===== src/rtl/add_pkg.sv =====
// ----------------------------------------------------------------------------
// add_pkg
// Shared definitions for the pipelined ripple-carry adder/subtractor.
//   op_e           : operation select (ADD adds, SUB subtracts)
//   stage_flags_t  : per-stage carry bookkeeping that travels with a beat
//   chunk_width()  : bits handled by one pipeline stage
//   width_ok()     : legality check for a Bits/Stages pairing
// Nothing here depends on a particular instance's parameters.
// ----------------------------------------------------------------------------
package add_pkg;

  typedef enum logic {
    OP_ADD = 1'b0,
    OP_SUB = 1'b1
  } op_e;

  // carry   : carry out of the most recently rippled chunk
  // c_msb   : carry into that chunk's top bit (only meaningful after the
  //           last chunk, where it feeds the signed-overflow flag)
  typedef struct packed {
    logic carry;
    logic c_msb;
  } stage_flags_t;

  function automatic int chunk_width(input int bits, input int stages);
    return bits / stages;
  endfunction

  function automatic bit width_ok(input int bits, input int stages);
    return (stages >= 1) && (stages <= bits) && ((bits % stages) == 0);
  endfunction

endpackage


===== src/rtl/add_rca_chunk.sv =====
// ----------------------------------------------------------------------------
// add_rca_chunk
// Purely combinational Chunk-bit ripple-carry adder built from full_adder
// cells. One instance covers one pipeline stage's slice of the operands.
//   a, b      : chunk operands (b already inverted for subtraction)
//   cin       : carry into bit 0 of the chunk
//   sum       : chunk sum
//   cout      : carry out of the chunk's top bit
//   c_msb_in  : carry into the chunk's top bit (for signed overflow)
// ----------------------------------------------------------------------------
module add_rca_chunk #(
  parameter int Chunk = 16
) (
  input  logic [Chunk-1:0] a,
  input  logic [Chunk-1:0] b,
  input  logic             cin,
  output logic [Chunk-1:0] sum,
  output logic             cout,
  output logic             c_msb_in
);

  // c[i] is the carry into bit i; c[Chunk] is the chunk carry-out.
  logic [Chunk:0] c;

  assign c[0] = cin;

  generate
    for (genvar gi = 0; gi < Chunk; gi++) begin : g_fa
      full_adder u_fa (
        .a  (a[gi]),
        .b  (b[gi]),
        .ci (c[gi]),
        .s  (sum[gi]),
        .co (c[gi+1])
      );
    end
  endgenerate

  assign cout     = c[Chunk];
  assign c_msb_in = c[Chunk-1];

endmodule


===== src/rtl/full_adder.sv =====
// ----------------------------------------------------------------------------
// full_adder
// One-bit full adder cell.
//   a, b, ci : addends and carry-in
//   s, co    : sum and carry-out
// ----------------------------------------------------------------------------
module full_adder (
  input  logic a,
  input  logic b,
  input  logic ci,
  output logic s,
  output logic co
);

  assign s  = a ^ b ^ ci;
  assign co = (a & b) | (ci & (a ^ b));

endmodule


===== src/rtl/add_rca_pipe.sv =====
// ----------------------------------------------------------------------------
// add_rca_pipe
// Pipelined ripple-carry adder/subtractor. A Bits-wide add is split into
// Stages chunks of Bits/Stages bits; stage k ripples chunk k, so a beat
// spends one clock per chunk. Valid/ready handshake with full back-pressure
// on both sides, one beat per cycle when unstalled.
//   clk        : clock, all state on rising edge
//   reset      : asynchronous, active-low reset
//   in_valid   : operand beat present        in_ready  : beat accepted
//   in_a/in_b  : operands                    in_cin    : carry/borrow in
//   in_sub     : 0 = A+B+cin, 1 = A-B-cin
//   out_valid  : result present              out_ready : consumer accepts
//   out_sum    : result (mod 2^Bits)
//   out_carry  : raw MSB carry-out (subtract: 1 = no borrow)
//   out_ovf    : signed two's-complement overflow
// ----------------------------------------------------------------------------
module add_rca_pipe
  import add_pkg::*;
#(
  parameter int Bits   = 64,
  parameter int Stages = 4
) (
  input  logic            clk,
  input  logic            reset,
  input  logic            in_valid,
  output logic            in_ready,
  input  logic [Bits-1:0] in_a,
  input  logic [Bits-1:0] in_b,
  input  logic            in_cin,
  input  logic            in_sub,
  output logic            out_valid,
  input  logic            out_ready,
  output logic [Bits-1:0] out_sum,
  output logic            out_carry,
  output logic            out_ovf
);

  localparam int Chunk = chunk_width(Bits, Stages);

  generate
    if (!width_ok(Bits, Stages)) begin : g_bad_width
      $error("add_rca_pipe: Bits must be a multiple of Stages and Stages in 1..Bits");
    end
  endgenerate

  // Stage registers. a_q/b_q carry the operands forward so later stages can
  // reach their chunk; sum_q accumulates finished chunks from the bottom up.
  logic [Stages-1:0] v_q;
  logic [Bits-1:0]   a_q   [Stages];
  logic [Bits-1:0]   b_q   [Stages];
  logic [Bits-1:0]   sum_q [Stages];
  stage_flags_t      flg_q [Stages];

  // Next-state payload produced by each stage's chunk adder.
  logic [Bits-1:0]   a_d   [Stages];
  logic [Bits-1:0]   b_d   [Stages];
  logic [Bits-1:0]   sum_d [Stages];
  stage_flags_t      flg_d [Stages];

  // free[k]: stage k may take a new beat this cycle (empty or emptying).
  // free[Stages] stands for the consumer. adv[k]: stage k hands its beat on.
  // ld[k]: stage k captures a beat.
  logic [Stages:0]   free;
  logic [Stages-1:0] adv;
  logic [Stages-1:0] ld;

  op_e op;
  assign op = op_e'(in_sub);

  always_comb begin
    free         = '0;
    adv          = '0;
    ld           = '0;
    free[Stages] = out_ready;
    // Ready ripples back from the output; a full stage frees up only if the
    // stage after it is free in the same cycle.
    for (int k = Stages - 1; k >= 0; k--) begin
      free[k] = !v_q[k] || free[k+1];
    end
    for (int k = 0; k < Stages; k++) begin
      adv[k] = v_q[k] && free[k+1];
    end
    ld[0] = in_valid && free[0];
    for (int k = 1; k < Stages; k++) begin
      ld[k] = adv[k-1];
    end
  end

  assign in_ready = free[0];

  generate
    for (genvar gi = 0; gi < Stages; gi++) begin : g_stage
      logic [Bits-1:0]  a_src;
      logic [Bits-1:0]  b_src;
      logic [Bits-1:0]  s_src;
      logic             c_src;
      logic [Chunk-1:0] chunk_sum;
      logic             chunk_cout;
      logic             chunk_cmsb;

      if (gi == 0) begin : g_head
        // Subtraction as A + ~B + ~borrow_in.
        assign a_src = in_a;
        assign b_src = (op == OP_SUB) ? ~in_b : in_b;
        assign c_src = (op == OP_SUB) ? ~in_cin : in_cin;
        assign s_src = '0;
      end else begin : g_body
        assign a_src = a_q[gi-1];
        assign b_src = b_q[gi-1];
        assign c_src = flg_q[gi-1].carry;
        assign s_src = sum_q[gi-1];
      end

      add_rca_chunk #(
        .Chunk (Chunk)
      ) u_chunk (
        .a        (a_src[gi*Chunk +: Chunk]),
        .b        (b_src[gi*Chunk +: Chunk]),
        .cin      (c_src),
        .sum      (chunk_sum),
        .cout     (chunk_cout),
        .c_msb_in (chunk_cmsb)
      );

      always_comb begin
        sum_d[gi]                   = s_src;
        sum_d[gi][gi*Chunk +: Chunk] = chunk_sum;
      end

      assign a_d[gi]         = a_src;
      assign b_d[gi]         = b_src;
      assign flg_d[gi].carry = chunk_cout;
      assign flg_d[gi].c_msb = chunk_cmsb;
    end
  endgenerate

  always_ff @(posedge clk or negedge reset) begin
    if (!reset) begin
      v_q <= '0;
      for (int k = 0; k < Stages; k++) begin
        a_q[k]   <= '0;
        b_q[k]   <= '0;
        sum_q[k] <= '0;
        flg_q[k] <= '0;
      end
    end else begin
      for (int k = 0; k < Stages; k++) begin
        // A load wins over a departure: that is the no-bubble pass-through.
        if (ld[k]) begin
          v_q[k] <= 1'b1;
        end else if (adv[k]) begin
          v_q[k] <= 1'b0;
        end
        if (ld[k]) begin
          a_q[k]   <= a_d[k];
          b_q[k]   <= b_d[k];
          sum_q[k] <= sum_d[k];
          flg_q[k] <= flg_d[k];
        end
      end
    end
  end

  assign out_valid = v_q[Stages-1];
  assign out_sum   = sum_q[Stages-1];
  assign out_carry = flg_q[Stages-1].carry;
  assign out_ovf   = flg_q[Stages-1].carry ^ flg_q[Stages-1].c_msb;

endmodule


===== config.mk =====
export PLATFORM = sky130hd
export DESIGN_NAME = add_rca_pipe
export DESIGN_NICKNAME = d
export VERILOG_FILES = /design/src/rtl/add_pkg.sv /design/src/rtl/add_rca_chunk.sv /design/src/rtl/full_adder.sv /design/src/rtl/add_rca_pipe.sv
export SDC_FILE = /design/constraint.sdc
export NUM_CORES = 1
export LEC_CHECK = 0
export BUFFER_PORTS_ARGS = -buffer_cell sky130_fd_sc_hd__buf_4
export CORE_UTILIZATION = 58
export DETAILED_ROUTE_END_ITERATION = 10
export GPL_ROUTABILITY_DRIVEN = 0
export HOLD_SLACK_MARGIN = 0.1
export PLACE_DENSITY = 0.88
export REMOVE_ABC_BUFFERS = 1
export SETUP_SLACK_MARGIN = 0.15
export SLEW_MARGIN = 20
export SYNTH_ARGS = -nofsm -noshare
export SYNTH_HDL_FRONTEND = slang
export SYNTH_HIERARCHICAL = 1
export SYNTH_SLANG_ARGS = --single-unit

===== constraint.sdc =====
create_clock -name clk -period 9.19 [get_ports clk]
set_input_delay 0.4595 -clock clk [delete_from_list [all_inputs] [get_ports clk]]
set_output_delay 0.4595 -clock clk [all_outputs]
set_load 0.02 [all_outputs]

### Yosys cells after proc, flatten, opt, wreduce, memory -nomap -nowiden

Index checks and enable logic that the tools add are counted.

* flip-flop bits (word level): 553
* input port bits: 134
* output and inout bits: 68
* logic and storage cells: 369

* multiplexer cells: 10
* bitwise logic cells: 323
* reduce and logical (&&, ||, !) cells: 17

Operators by type and width (number)
* $xor A1 B1 Y1: 129
* $and A1 B1 Y1: 128
* $mux W64: 1
* $not A64 Y64: 1
* $or A1 B1 Y1: 64
* $mux W1: 9
* $reduce_bool A2 Y1: 4
* $logic_and A1 B1 Y1: 5
* $logic_not A1 Y1: 4
* $logic_or A1 B1 Y1: 4
* $not A1 Y1: 1

### Longest topological paths before layout

* depth after elaboration: 35
* depth in mapped cells: 19

### Cells and area by module

The synthesis kept the hierarchy.

Modules (own cells, without submodules)
* add_rca_pipe: times used 1, cells an instance 841, area an instance 14296.2 um2
* full_adder: times used 64, cells an instance 1, area an instance 20.0 um2

### Least setup slack after synthesis

OpenSTA, ideal clock, no wires.

* path kind: input-to-reg
* start point: in in_sub
* end point: reg sum_q (netlist bit g_stage[1].s_src[15])
* library setup time: 125 ps
* data arrival time: 7220 ps
* data required time: 9065 ps
* slack: 1845 ps
* cell stages on the path: 19
* cells stage by stage: buf_2 -> xor2_1 -> fa_1 -> fa_1 -> fa_1 -> fa_1 -> fa_1 -> fa_1 -> fa_1 -> fa_1 -> fa_1 -> fa_1 -> fa_1 -> fa_1 -> fa_1 -> fa_1 -> fa_1 -> fa_1 -> mux2_2

* word-level cells in the longest chain between the ends: 33
* elaborated cells on any way between the ends: 64

Ends and longest elaborated chain
* from (decl): RTL line add_rca_pipe.sv:30 `input logic in_sub,`
* $mux W64 *: RTL line add_rca_pipe.sv:104 `assign b_src = (op == OP_SUB) ? ~in_b : in_b;`
* via g_stage[0].b_src[0]: RTL line add_rca_pipe.sv:94 `logic [Bits-1:0] b_src;`
* $xor A1 B1 Y1: RTL line full_adder.sv:16 `assign co = (a & b) | (ci & (a ^ b));`
* $and A1 B1 Y1: RTL line full_adder.sv:16
* $or A1 B1 Y1 *: RTL line full_adder.sv:16
* via g_stage[0].u_chunk.c[1]: RTL line add_rca_chunk.sv:23 `logic [Chunk:0] c;`
* $and A1 B1 Y1 *: RTL line full_adder.sv:16
* $or A1 B1 Y1 *: RTL line full_adder.sv:16
* via g_stage[0].u_chunk.c[2]: RTL line add_rca_chunk.sv:23
* (+2 left out)
* via g_stage[0].u_chunk.c[3]: RTL line add_rca_chunk.sv:23
* (+2 left out)
* via g_stage[0].u_chunk.c[4]: RTL line add_rca_chunk.sv:23
* (+2 left out)
* via g_stage[0].u_chunk.c[5]: RTL line add_rca_chunk.sv:23
* (+2 left out)
* via g_stage[0].u_chunk.c[6]: RTL line add_rca_chunk.sv:23
* (+2 left out)
* via g_stage[0].u_chunk.c[7]: RTL line add_rca_chunk.sv:23
* (+2 left out)
* via g_stage[0].u_chunk.c[8]: RTL line add_rca_chunk.sv:23
* (+2 left out)
* via g_stage[0].u_chunk.c[9]: RTL line add_rca_chunk.sv:23
* (+2 left out)
* via g_stage[0].u_chunk.c[10]: RTL line add_rca_chunk.sv:23
* (+2 left out)
* via g_stage[0].u_chunk.c[11]: RTL line add_rca_chunk.sv:23
* (+2 left out)
* via g_stage[0].u_chunk.c[12]: RTL line add_rca_chunk.sv:23
* (+2 left out)
* via g_stage[0].u_chunk.c[13]: RTL line add_rca_chunk.sv:23
* $and A1 B1 Y1 *: RTL line full_adder.sv:16
* $or A1 B1 Y1 *: RTL line full_adder.sv:16
* via g_stage[0].u_chunk.c[14]: RTL line add_rca_chunk.sv:23
* $and A1 B1 Y1 *: RTL line full_adder.sv:16
* $or A1 B1 Y1 *: RTL line full_adder.sv:16
* via g_stage[0].chunk_cmsb: RTL line add_rca_pipe.sv:99 `logic chunk_cmsb;`
* $xor A1 B1 Y1 *: RTL line full_adder.sv:15 `assign s = a ^ b ^ ci;`
* via g_stage[0].chunk_sum[15]: RTL line add_rca_pipe.sv:97 `logic [Chunk-1:0] chunk_sum;`
* to (signal, indexed assignment): RTL line add_rca_pipe.sv:157 `sum_q[k] <= sum_d[k];`
* to (decl): RTL line add_rca_pipe.sv:51 `logic [Bits-1:0] sum_q [Stages];`

Mark *: on every way through the listed nets, which the timed path passes. The rest lies on a longest branch.
A chain may end at the register's enable or synchronous reset.

### Worst setup path after layout

* start point: reg a_q (netlist bit g_stage[1].a_src[16])
* end point: reg sum_q (netlist bit g_stage[2].s_src[31])

* word-level cells in the longest chain between the ends: 32
* elaborated cells on any way between the ends: 33

Ends and longest elaborated chain
* from (decl): RTL line add_rca_pipe.sv:49 `logic [Bits-1:0] a_q [Stages];`
* from (signal, indexed assignment): RTL line add_rca_pipe.sv:155 `a_q[k] <= a_d[k];`
* $xor A1 B1 Y1: RTL line full_adder.sv:16
* $and A1 B1 Y1: RTL line full_adder.sv:16
* $or A1 B1 Y1 *: RTL line full_adder.sv:16
* via g_stage[1].u_chunk.c[1]: RTL line add_rca_chunk.sv:23
* $and A1 B1 Y1 *: RTL line full_adder.sv:16
* $or A1 B1 Y1 *: RTL line full_adder.sv:16
* via g_stage[1].u_chunk.c[2]: RTL line add_rca_chunk.sv:23
* $and A1 B1 Y1 *: RTL line full_adder.sv:16
* (+1 left out)
* via g_stage[1].u_chunk.c[3]: RTL line add_rca_chunk.sv:23
* (+2 left out)
* via g_stage[1].u_chunk.c[4]: RTL line add_rca_chunk.sv:23
* (+2 left out)
* via g_stage[1].u_chunk.c[5]: RTL line add_rca_chunk.sv:23
* (+2 left out)
* via g_stage[1].u_chunk.c[6]: RTL line add_rca_chunk.sv:23
* (+2 left out)
* via g_stage[1].u_chunk.c[7]: RTL line add_rca_chunk.sv:23
* (+2 left out)
* via g_stage[1].u_chunk.c[8]: RTL line add_rca_chunk.sv:23
* (+2 left out)
* via g_stage[1].u_chunk.c[9]: RTL line add_rca_chunk.sv:23
* (+2 left out)
* via g_stage[1].u_chunk.c[10]: RTL line add_rca_chunk.sv:23
* (+2 left out)
* via g_stage[1].u_chunk.c[11]: RTL line add_rca_chunk.sv:23
* (+2 left out)
* via g_stage[1].u_chunk.c[12]: RTL line add_rca_chunk.sv:23
* (+2 left out)
* via g_stage[1].u_chunk.c[13]: RTL line add_rca_chunk.sv:23
* $and A1 B1 Y1 *: RTL line full_adder.sv:16
* $or A1 B1 Y1 *: RTL line full_adder.sv:16
* via g_stage[1].u_chunk.c[14]: RTL line add_rca_chunk.sv:23
* $and A1 B1 Y1 *: RTL line full_adder.sv:16
* $or A1 B1 Y1 *: RTL line full_adder.sv:16
* via g_stage[1].chunk_cmsb: RTL line add_rca_pipe.sv:99
* $xor A1 B1 Y1 *: RTL line full_adder.sv:15
* via g_stage[1].chunk_sum[15]: RTL line add_rca_pipe.sv:97

Marked as above.

==> reports/metrics.csv <==
metric,value,unit
status,"complete, but fails checks",
violations,DRC,
min_path_type,input port to async pin,
grt_pass1_wl,47.1,mm
drt_iter0_drc,363,
cp.arrival,7.72,ns
io_pins,202,
diodes,0,
ys.flop_type,dfrtp_1,
max_freq,136,MHz
ir_drop,0.220,mV
clockBufferDepth,3,
cp-end-kind,register,
rows,59,
ys.warnings.count,6,
rsz0062_at_grt,false,
antenna_found_initial,1,
synthCells,905,
synth_area,15600,um2
crit_required,9.58,ns
power_frac_seq,0.430,
yosys-top-cells-count,"dfrtp_1 (361), mux2_2 (287), mux2_4 (70)",
num-nets-final,1308,
postCtsHoldBufs,0,
cts-resized-gates,0,
ys_ff_latch,361,
die_w,166,um
vias,7924,
setup_viol,0,
fillers,1665,
postCtsSetupBuffers,0,
instances_no_fill,1475,
p_comb_frac,0.289,
path_clk_slew,0.06,ns
switching_share,0.291,
drt-pass1-iter-count,9,
setup_tns,0,ns
yosysSeqAreaShare,0.580,
worstSetupPathType,register to register,
power_frac_clock,0.281,
period_needed,7.33,ns
leakagePower,8.40,nW
relSlewSlack,0.252,
synth_top_area_cell,dfrtp_1,
slowest_stage,fa_1,
skew,0.0205,ns
whs,0.0599,ns
synth.avg_cell_area,17.2,um2
die_area,27500,um2
synth_top_area_share,0.580,
worst_setup_path_start_kind,register,
synth_edf_count,0,
grt_overflow,0,
worst_pin_slew,1.12,ns
path_cells,fa_1 > fa_1 > fa_1 > fa_1 > fa_1 > fa_1 > fa_1 > fa_1 > fa_1 > fa_1 > fa_1 > fa_1 > fa_1 > fa_1 > fa_1 > fa_1 > mux2_2,
critPathMaxStageDelay,0.50,ns
yosys-top-cells-area,"dfrtp_1 (58%), mux2_2 (21%), fa_1 (8.2%), mux2_4 (6.7%), xor2_1 (3.7%)",
grt_max_degree,132,
fin_area,18700,um2
place_ws,1.56,ns
core,26200,um2
drc,13,
clock_latency,0.52,ns
cts_tree,yes,
die_h,166,um
cts_buffers,39,
hold_violations,0,
critPathMaxFanout,2,
start_util,0.594,
crit_top_cell,fa_1,
clock_sinks,361,
drv_slew,0,
setup_slack,1.86,ns
layout-drive-gt1-share,0.556,
finalPower,5.95,mW
p_per_area,318,nW/um2
grt_pass1_vias,8878,
cts_htree_levels,2,
post_drt_via_cell_ratio,5.37,
root_buffer,clkbuf_16,
synthArstFlopShare,1.00,
grt_usage,0.219,
synth_cell_types,15,
max_cap_violations,0,
detail-route-antenna-nets,0,
p_int,4.22,mW
switchingPower,1.73,mW
dp_hpwl,18.1,mm
yosysMostFrequentCell,dfrtp_1,
dpl_cell_area,17300,um2
routedWlPerCell,19.4,um
dp.cells,1404,
areaGrowthSynthToFinish,20.0,%
min_period_over_period,0.797,
io_buffers,201,
fin_util,0.714,
routed_wirelength,28.7,mm
[final timing paths]
check	start	end	slack, ns	depth (start not counted)
setup / recovery	g_stage[1].a_src[16]$_DFFE_PN0P_	g_stage[2].s_src[31]$_DFFE_PN0P_	1.86	17
min in group clk	in_valid	v_q[0]$_DFFE_PN0P_	0.16	2
max in group asynchronous	reset	g_stage[3].s_src[18]$_DFFE_PN0P_	7.57	2
hold reg to reg	g_stage[1].s_src[10]$_DFFE_PN0P_	g_stage[2].s_src[10]$_DFFE_PN0P_	0.50	1
setup reg to reg	g_stage[1].a_src[16]$_DFFE_PN0P_	g_stage[2].s_src[31]$_DFFE_PN0P_	1.86	17
hold / removal	reset	g_stage[2].a_src[52]$_DFFE_PN0P_	0.06	1
[layout by cell type (no fill, tap or decap), types with 2 or more instances in the layout]
cell type,Yosys,final
clkbuf_1,0,7
bufinv_16,0,6
clkbuf_8,0,9
clkinvlp_4,0,3
clkinv_2,0,3
buf_4,4,205
fa_1,64,64
xor2_1,66,66
mux2_4,70,70
inv_6,0,2
nand2b_1,5,5
dfrtp_1,361,361
mux2_2,287,287
nand2_4,0,3
clkbuf_16,0,40
[layer usage]
metal,vias up,track usage,part of all wire,wire [um]
li1,3532,-,-,-
met2,171,0.365,0.49,14100
met4,2,0.0524,0.017,478
met1,4176,0.301,0.44,12600
met3,43,0.0415,0.051,1460
met5,-,0,0.00045,13
[area by class of cell]
class | count | area, um2 | share of cell area
Clock inverter | 15 | 251 | 0.0134
Sequential cell | 361 | 9030 | 0.483
Timing Repair Buffer | 208 | 1590 | 0.0848
Multi-Input combinational cell | 500 | 6260 | 0.335
Clock buffer | 56 | 1150 | 0.0616
Tap cell | 335 | 419 | 0.0224
[state kept, by name, summed over array words and instances (netlist names)]
register	count
g_stage.a_src	96
g_stage.b_src	96
g_stage.s_src	96
out_sum	64
v_q	4
g_stage.c_src	3
flg_q	1
out_carry	1
[cells by family (layout without fill, tap and decap cells)]
kind of cell	Yosys count	in the layout	share of synthesized area
xor+xnor	66	66	0.0371
flops	361	361	0.580
compound gates	1	1	0.00120
fa+ha+maj	64	64	0.0822
mux	357	357	0.275
buf+inv	44	279	0.0197
simple gates	12	12	0.00490
[critical path, delay by kind of cell, from the launching register on]
family	cells	cell delay [ns]
adder cells (fa/ha/maj)	16	6.53
multiplexers	1	0.27
flip-flops	1	0.40
[power groups by stage]
stage | Sequential, mW | Combinational (mW) | Clock, mW
CTS | 2.56 | 1.76 | 1.71
finish | 2.56 | 1.72 | 1.68
global placement | 2.55 | 1.66 | 0
global route | 2.64 | 1.88 | 1.77
floorplan | 2.65 | 1.01 | 0
detailed placement | 2.58 | 1.74 | 0
No activity file was read; power rests on OpenSTA's default activity.
